--- config.mk ---
export PLATFORM = sky130hd
export DESIGN_NAME = band_mixer
export DESIGN_NICKNAME = d
export VERILOG_FILES = /design/src/rtl/band_mixer.sv
export SDC_FILE = /design/constraint.sdc
export NUM_CORES = 1
export LEC_CHECK = 0
export CORE_ASPECT_RATIO = 0.6
export CORE_MARGIN = 10
export CORE_UTILIZATION = 45
export DETAILED_ROUTE_END_ITERATION = 8
export DONT_BUFFER_PORTS = 1
export GPL_TIMING_DRIVEN = 0
export PLACE_DENSITY = 0.69
export SYNTH_ARGS = -nofsm -noshare
export SYNTH_HDL_FRONTEND = slang
export SYNTH_SLANG_ARGS = --single-unit
--- constraint.sdc ---
create_clock -name clock -period 13.2 [get_ports clock]
set_clock_uncertainty 0.05 [all_clocks]
set_input_delay 0 -clock clock [delete_from_list [all_inputs] [get_ports clock]]
set_output_delay 0 -clock clock [all_outputs]
set_load 0.01 [all_outputs]
--- src/rtl/band_mixer.sv ---
// Band mixer: snapshots eight filter-bank band samples, weights each by a
// programmable Q2.14 gain with one shared multiplier, then rounds and saturates the sum.
module band_mixer #(
  parameter int          DW    = 16,
  parameter int          GW    = 16,
  parameter int          ACCW  = 35,
  parameter logic [GW-1:0] GINIT = 16'h4000
) (
  input  logic          clock,
  input  logic          reset,
  input  logic          bands_valid,
  input  logic [DW-1:0] band0,
  input  logic [DW-1:0] band1,
  input  logic [DW-1:0] band2,
  input  logic [DW-1:0] band3,
  input  logic [DW-1:0] band4,
  input  logic [DW-1:0] band5,
  input  logic [DW-1:0] band6,
  input  logic [DW-1:0] band7,
  input  logic          gain_we,
  input  logic [2:0]    gain_addr,
  input  logic [GW-1:0] gain_wdata,
  output logic          busy,
  output logic [DW-1:0] dout,
  output logic          dout_valid,
  output logic          sat,
  output logic          overrun
);

  localparam int PW   = DW + GW;
  localparam int MAXI = (1 << (DW - 1)) - 1;
  localparam int MINI = -(1 << (DW - 1));
  localparam logic signed [ACCW-1:0] MAXV = ACCW'(MAXI);
  localparam logic signed [ACCW-1:0] MINV = ACCW'(MINI);
  localparam logic signed [ACCW-1:0] RND  = ACCW'(1 << 13);

  typedef enum logic [1:0] {
    IDLE  = 2'd0,
    MAC   = 2'd1,
    DRAIN = 2'd2,
    OUT   = 2'd3
  } state_t;

  state_t r_state;
  state_t w_next;

  logic signed [DW-1:0]   r_snap [8];
  logic signed [GW-1:0]   r_gain [8];
  logic signed [PW-1:0]   r_prod;
  logic signed [ACCW-1:0] r_acc;
  logic [2:0]             r_idx;
  logic [DW-1:0]          r_dout;
  logic                   r_doutValid;
  logic                   r_sat;
  logic                   r_overrun;
  logic                   r_busy;

  logic signed [PW-1:0]   w_snapExt;
  logic signed [PW-1:0]   w_gainExt;
  logic signed [PW-1:0]   w_prod;
  logic signed [ACCW-1:0] w_prodExt;
  logic signed [ACCW-1:0] w_accSum;
  logic signed [ACCW-1:0] w_round;
  logic signed [ACCW-1:0] w_shift;
  logic                   w_clipHi;
  logic                   w_clipLo;
  logic [DW-1:0]          w_result;
  logic                   w_overrun;

  // Operands are sign-extended to full product width so the multiply is done at 32 bits.
  assign w_snapExt = {{GW{r_snap[r_idx][DW-1]}}, r_snap[r_idx]};
  assign w_gainExt = {{DW{r_gain[r_idx][GW-1]}}, r_gain[r_idx]};
  assign w_prod    = w_snapExt * w_gainExt;
  assign w_prodExt = {{(ACCW - PW){r_prod[PW-1]}}, r_prod};
  assign w_accSum  = r_acc + w_prodExt;

  assign w_round   = r_acc + RND;
  assign w_shift   = w_round >>> 14;
  assign w_clipHi  = (w_shift > MAXV);
  assign w_clipLo  = (w_shift < MINV);
  assign w_result  = w_clipHi ? DW'(MAXI) :
                     w_clipLo ? DW'(MINI) : w_shift[DW-1:0];

  assign w_overrun = bands_valid && (r_state != IDLE);

  always_ff @(posedge clock or negedge reset) begin
    if (!reset) r_state <= IDLE;
    else        r_state <= w_next;
  end

  always_comb begin
    w_next = r_state;
    case (r_state)
      IDLE:    if (bands_valid) w_next = MAC;
      MAC:     if (r_idx == 3'd7) w_next = DRAIN;
      DRAIN:   w_next = OUT;
      OUT:     w_next = IDLE;
      default: w_next = IDLE;
    endcase
  end

  // Gain writes land on the same edge a product may be issued; the product sees the old value.
  always_ff @(posedge clock or negedge reset) begin
    if (!reset) begin
      for (int i = 0; i < 8; i++) r_gain[i] <= GINIT;
    end else if (gain_we) begin
      r_gain[gain_addr] <= gain_wdata;
    end
  end

  always_ff @(posedge clock or negedge reset) begin
    if (!reset) begin
      for (int i = 0; i < 8; i++) r_snap[i] <= '0;
      r_prod      <= '0;
      r_acc       <= '0;
      r_idx       <= '0;
      r_dout      <= '0;
      r_doutValid <= 1'b0;
      r_sat       <= 1'b0;
      r_overrun   <= 1'b0;
      r_busy      <= 1'b0;
    end else begin
      r_doutValid <= 1'b0;
      r_sat       <= 1'b0;
      r_overrun   <= w_overrun;
      r_busy      <= (w_next != IDLE);
      case (r_state)
        IDLE: begin
          if (bands_valid) begin
            r_snap[0] <= band0;
            r_snap[1] <= band1;
            r_snap[2] <= band2;
            r_snap[3] <= band3;
            r_snap[4] <= band4;
            r_snap[5] <= band5;
            r_snap[6] <= band6;
            r_snap[7] <= band7;
            r_acc     <= '0;
            r_prod    <= '0;
            r_idx     <= '0;
          end
        end
        MAC: begin
          r_prod <= w_prod;
          r_acc  <= w_accSum;
          r_idx  <= r_idx + 3'd1;
        end
        DRAIN: begin
          r_acc <= w_accSum;
        end
        OUT: begin
          r_dout      <= w_result;
          r_doutValid <= 1'b1;
          r_sat       <= w_clipHi | w_clipLo;
        end
        default: ;
      endcase
    end
  end

  assign busy       = r_busy;
  assign dout       = r_dout;
  assign dout_valid = r_doutValid;
  assign sat        = r_sat;
  assign overrun    = r_overrun;

endmodule

### Yosys cells after proc, flatten, opt, wreduce, memory -nomap -nowiden

Index checks and enable logic that the tools add are counted.

* bits in registers: 348
* input bits: 151
* output and inout bits: 20
* word-level logic and storage cells: 75

* $add $sub $neg: 3
* $mul: 1
* magnitude comparators: 5
* eq/ne operators: 5
* muxes and demuxes: 22
* bitwise operators: 3
* reductions and logical operators: 11

Operator list (count)
* $bwmux W128: 1
* $mux W16: 7
* $bmux W16 S3: 2
* $pmux W35 S2: 1
* $pmux W32 S2: 1
* $demux W16 S3: 1
* $add A35 B15 Y35 const B: 1
* $add A35 B32 Y35: 1
* $mux W35: 1
* $mul A16 B16 Y32: 1
* $mux W32: 1
* $gt A21 B16 Y1 const B: 1
* $lt A21 B16 Y1 const B: 1
* $ge A4 B4 Y1 const B: 2
* $not A3 Y4: 2
* $pmux W2 S4: 1
* $reduce_bool A2 Y1: 4
* $pmux W3 S2: 1
* $reduce_and A2 Y1: 3
* $eq A2 B2 Y1 const B: 2
* $lt A4 B1 Y1 const B: 1
* $mux W2: 2
* $add A3 B1 Y3 const B: 1
* $eq A3 B3 Y1 const B: 1
* other kinds (8): 10

### Longest topological paths before layout

* depth in word-level cells: 6
* mapped depth: 28
* depth with buffers taken out: 26

### Worst setup path after synthesis

Ideal clock, no wire load.

* path kind: flip-flop to flip-flop
* start: reg r_idx[0]
* end: reg r_prod[28]
* library setup time: 122 ps
* data arrival time: 7794 ps
* required time: 13028 ps
* slack: 5234 ps
* stages on the path, launching flop included: 26
* path buffers: 3
* clock period less this slack: 7966 ps
* path through: dfrtp_1 > buf_1 > buf_2 > mux4_2 > mux2i_1 > clkbuf_1 > nor2_1 > fa_1 > inv_1 > fa_1 > fa_1 > inv_1 > fa_1 > fa_1 > inv_1 > fa_1 > inv_1 > ha_1 > or3_1 > o21ai_0 > a211oi_1 > or2_4 > a311o_1 > a21o_1 > a211o_1 > a32o_1

* word-level cells in the longest chain between the ends: 6
* elaborated cells on any way between the ends: 9
* those cells by class: 1 x mul; 7 x mux; 1 x bitwise

RTL lines
* from (decl): line 51 `logic [2:0] r_idx;`
* from (signal assigned): line 146 `r_idx <= r_idx + 3'd1;`
* $not A3 Y4 (not written as such) *: line 71, 72
* $bmux W16 S3 (on tied branches): line 71, 72
* $mux W16 (on tied branches) (2 in a row): line 71, 72
* $mul A16 B16 Y32 *: line 73 `assign w_prod = w_snapExt * w_gainExt;`
* $pmux W32 S2 *: line 127 `case (r_state)`
* to (signal assigned): line 144 `r_prod <= w_prod;`
* to (decl): line 49 `logic signed [PW-1:0] r_prod;`

Every way passes the cells marked *; elsewhere a longest branch is shown, timed or not. The select of a mux whose other input is x is not followed.
A chain may end at the register's enable or synchronous reset.

### Final worst setup path

* start: reg r_idx[0]
* end: reg r_prod[30]

Same word-level chain as after synthesis.

==> reports/metrics.cfg <==
[critical_path]
r2r_setup_slack_ps=3240
slowest_stage=mux2i_1
cp_top_family=adder cells
worstPathMaxFanout=10
cp.arrival_ps=10350
cp-start-kind=register
setup.worst_path.class=reg2reg
endpoint_kind=register
cpMostUsedCell=fa_1
r2r-start=r_idx[0]
cp_cell_sequence=buf_1, buf_2, mux4_2, mux2i_1, nor2_1, fa_1, inv_1, fa_1, fa_1, fa_1, inv_1, fa_1, inv_1, fa_1, inv_1, ha_1, a21oi_1, nor3b_1, a211oi_1, or2_4, a311o_1, a41oi_1, a2111oi_0, a211o_1
crit_start=r_idx[0]
required_ps=13580
cpPeakStageDelay_ps=1170
critical_path_buf_inv_count=6

[sta]
rsz0062_at_grt=no
hold_viol=0
worst_slew_pin_slew_ps=1506
slew_headroom=-0.03256
fmax_mhz=100.4
fin_tns_setup_ps=0
final-max-slew-violation-count=9
fin_crit_sh=0.7547
min_period_ps=9962
setup_viol=0

[synthesis]
ys.warnings.count=0
synth_edf_count=0
syn-cell-area_um2=26720
synth_most_common_cell=inv_1
async_reset_ff_frac=1.000
ys_types=67
syn_inst=2416
synth_area_leaders=dfrtp_1 (32%), fa_1 (20%), mux2_2 (12%)
ys_ff_latch=348
syn_avg_cell_area_um2=11.06
synth_common_cells=inv_1 (362), dfrtp_1 (340), mux2_2 (279)
synth_top_area_share=0.3184
ys_seq_area_frac=0.3263
syn_nets=2953
ys.flop_type=dfrtp_1
synth_top_area_cell=dfrtp_1

[cts]
clk_pin_slew_worst_paths_ps=60
post_cts_buffers=0
cts.htree.levels=2
cts_buffer_depth=3
cts_buffers=35
ctsHoldBuffers=147
cts_tree=built
cts_sinks=348
cts-root-buf=clkbuf_16
cts-resized-gates=0
clkLatencyLatePin_ps=580

[drt]
wirelength_mm=75.48
viasPerCell=5.655
route.vias.total=19283
drt-pass1-iter-count=5
post_drt_wl_per_cell_um=22.13
remaining_drc_errors=0
drt-initial-drc-count=1558
detail-route-antenna-nets=0

[global_route]
antenna_found_initial=2
grt_pass1_wl_mm=120.6
grt_pass1_vias=20769
grt.total_usage=0.2190
grt_max_degree=349
grt_overflow=0

[status]
status=finished with violations
violations=max-capacitance violations, max-slew violations

[floorplanning]
core_area_um2=58970
die_h_um=208.8
dieWidth_um=334.6
io_pins=171
die_area_um2=69840
initial_core_util=0.4531
fp-row-count=69

[placed_design]
place_congestion=0.9742
io_buffers=0
dp_hpwl_mm=58.06
placedCellCount=3197
place_area_um2=27700

[run]
cap_violations=1

[min_path]
hold_path.class=in2reg
min-delay-start=bands_valid

[final_layout]
nets=3141
syn2layout_area_growth_pct=13.80
finalInstanceArea_um2=30410
finalNonFillerCells=3410
drive_gt1_frac=0.1630

[state kept, by name, summed over array words and instances (netlist names)]
name	count
dout_valid	1
r_snap	128
r_prod	32
r_state	2
r_gain	128
r_acc	35
sat	1
r_idx	3
overrun	1
dout	16
busy	1
[logic make-up after synthesis]
kind of cell | share of synthesized area
multiplexers | 0.1824
XOR/XNOR | 0.02262
buffers and inverters | 0.06383
AO/OA/AOI/OAI | 0.06739
AND/OR/NAND/NOR | 0.08284
adder cells (fa/ha/maj) | 0.2546
flip-flops | 0.3263
[path summary, 6_finish.rpt]
check / depth (start not counted) / to
max reg2reg: 24 / r_prod[30]
max in group asynchronous: 5 / r_gain[53]
min in group asynchronous: 3 / r_snap[62]
max: 24 / r_prod[30]
min reg2reg: 2 / r_acc[11]
min: 5 / r_acc[34]
[layer usage]
metal / wire [um] / GRT usage / vias up
met1: 33680 / 0.3081 / 10097
met5: 0 / 0 / -
li1: - / - / 8397
met2: 33620 / 0.3350 / 682
met4: 1293 / 0.04114 / 0
met3: 6880 / 0.06468 / 107
[layout by cell type (no fill, tap or decap), drive strengths merged, types with 9 or more instances in the layout]
| master | netlist | layout |
|---|---|---|
| xnor2 | 44 | 44 |
| mux4 | 64 | 64 |
| clkbuf | 72 | 120 |
| a22o | 10 | 10 |
| buf | 18 | 22 |
| mux2i | 29 | 29 |
| nor3b | 9 | 9 |
| mux2 | 279 | 279 |
| a32o | 10 | 10 |
| inv | 362 | 362 |
| nand2b | 14 | 14 |
| a21o | 24 | 24 |
| nand2 | 209 | 209 |
| nand4 | 12 | 12 |
| o21a | 11 | 11 |
| nor2 | 182 | 182 |
| o21ai | 78 | 78 |
| a21oi | 86 | 86 |
| dfrtp | 340 | 340 |
| ha | 123 | 123 |
| fa | 263 | 263 |
| nor3 | 13 | 13 |
| nand3 | 28 | 28 |
| dlygate4sd3 | 0 | 147 |
| xor2 | 25 | 25 |
[worst register-to-register path, stage by stage (launching register included)]
cell,delay [ps]
dfrtp_1,530
buf_1,820
buf_2,590
mux4_2,640
mux2i_1,1170
nor2_1,190
fa_1,560
inv_1,50
fa_1,560
fa_1,440
fa_1,490
inv_1,50
fa_1,530
inv_1,50
fa_1,530
inv_1,40
ha_1,370
a21oi_1,230
nor3b_1,280
a211oi_1,180
or2_4,320
a311o_1,380
a41oi_1,370
a2111oi_0,160
a211o_1,240
[metrics by stage]
stage	setup slack (ps)	utilization	hold WS, ps
floorplan	5234	-	-345.6
global placement	3542	0.4697	-336.4
detailed placement	3452	0.4697	-333.0
CTS	3413	0.5142	17.73
global route	2893	0.5157	46.91
finish	3238	0.5157	48.67
[cell type report]
type	count	area, um2
well taps	781	977.2
clock inverters	11	168.9
clock buffers	48	964.7
diodes	3	7.507
plain buffers	90	346.6
fillers	5057	28560
flip-flops and latches	348	8718
repair buffers	151	1562
multi-input cells	1616	16300
inverters	362	1359
Power is not shown: default switching activity piles up to over one toggle a cycle in this logic, so the estimate is an artifact.
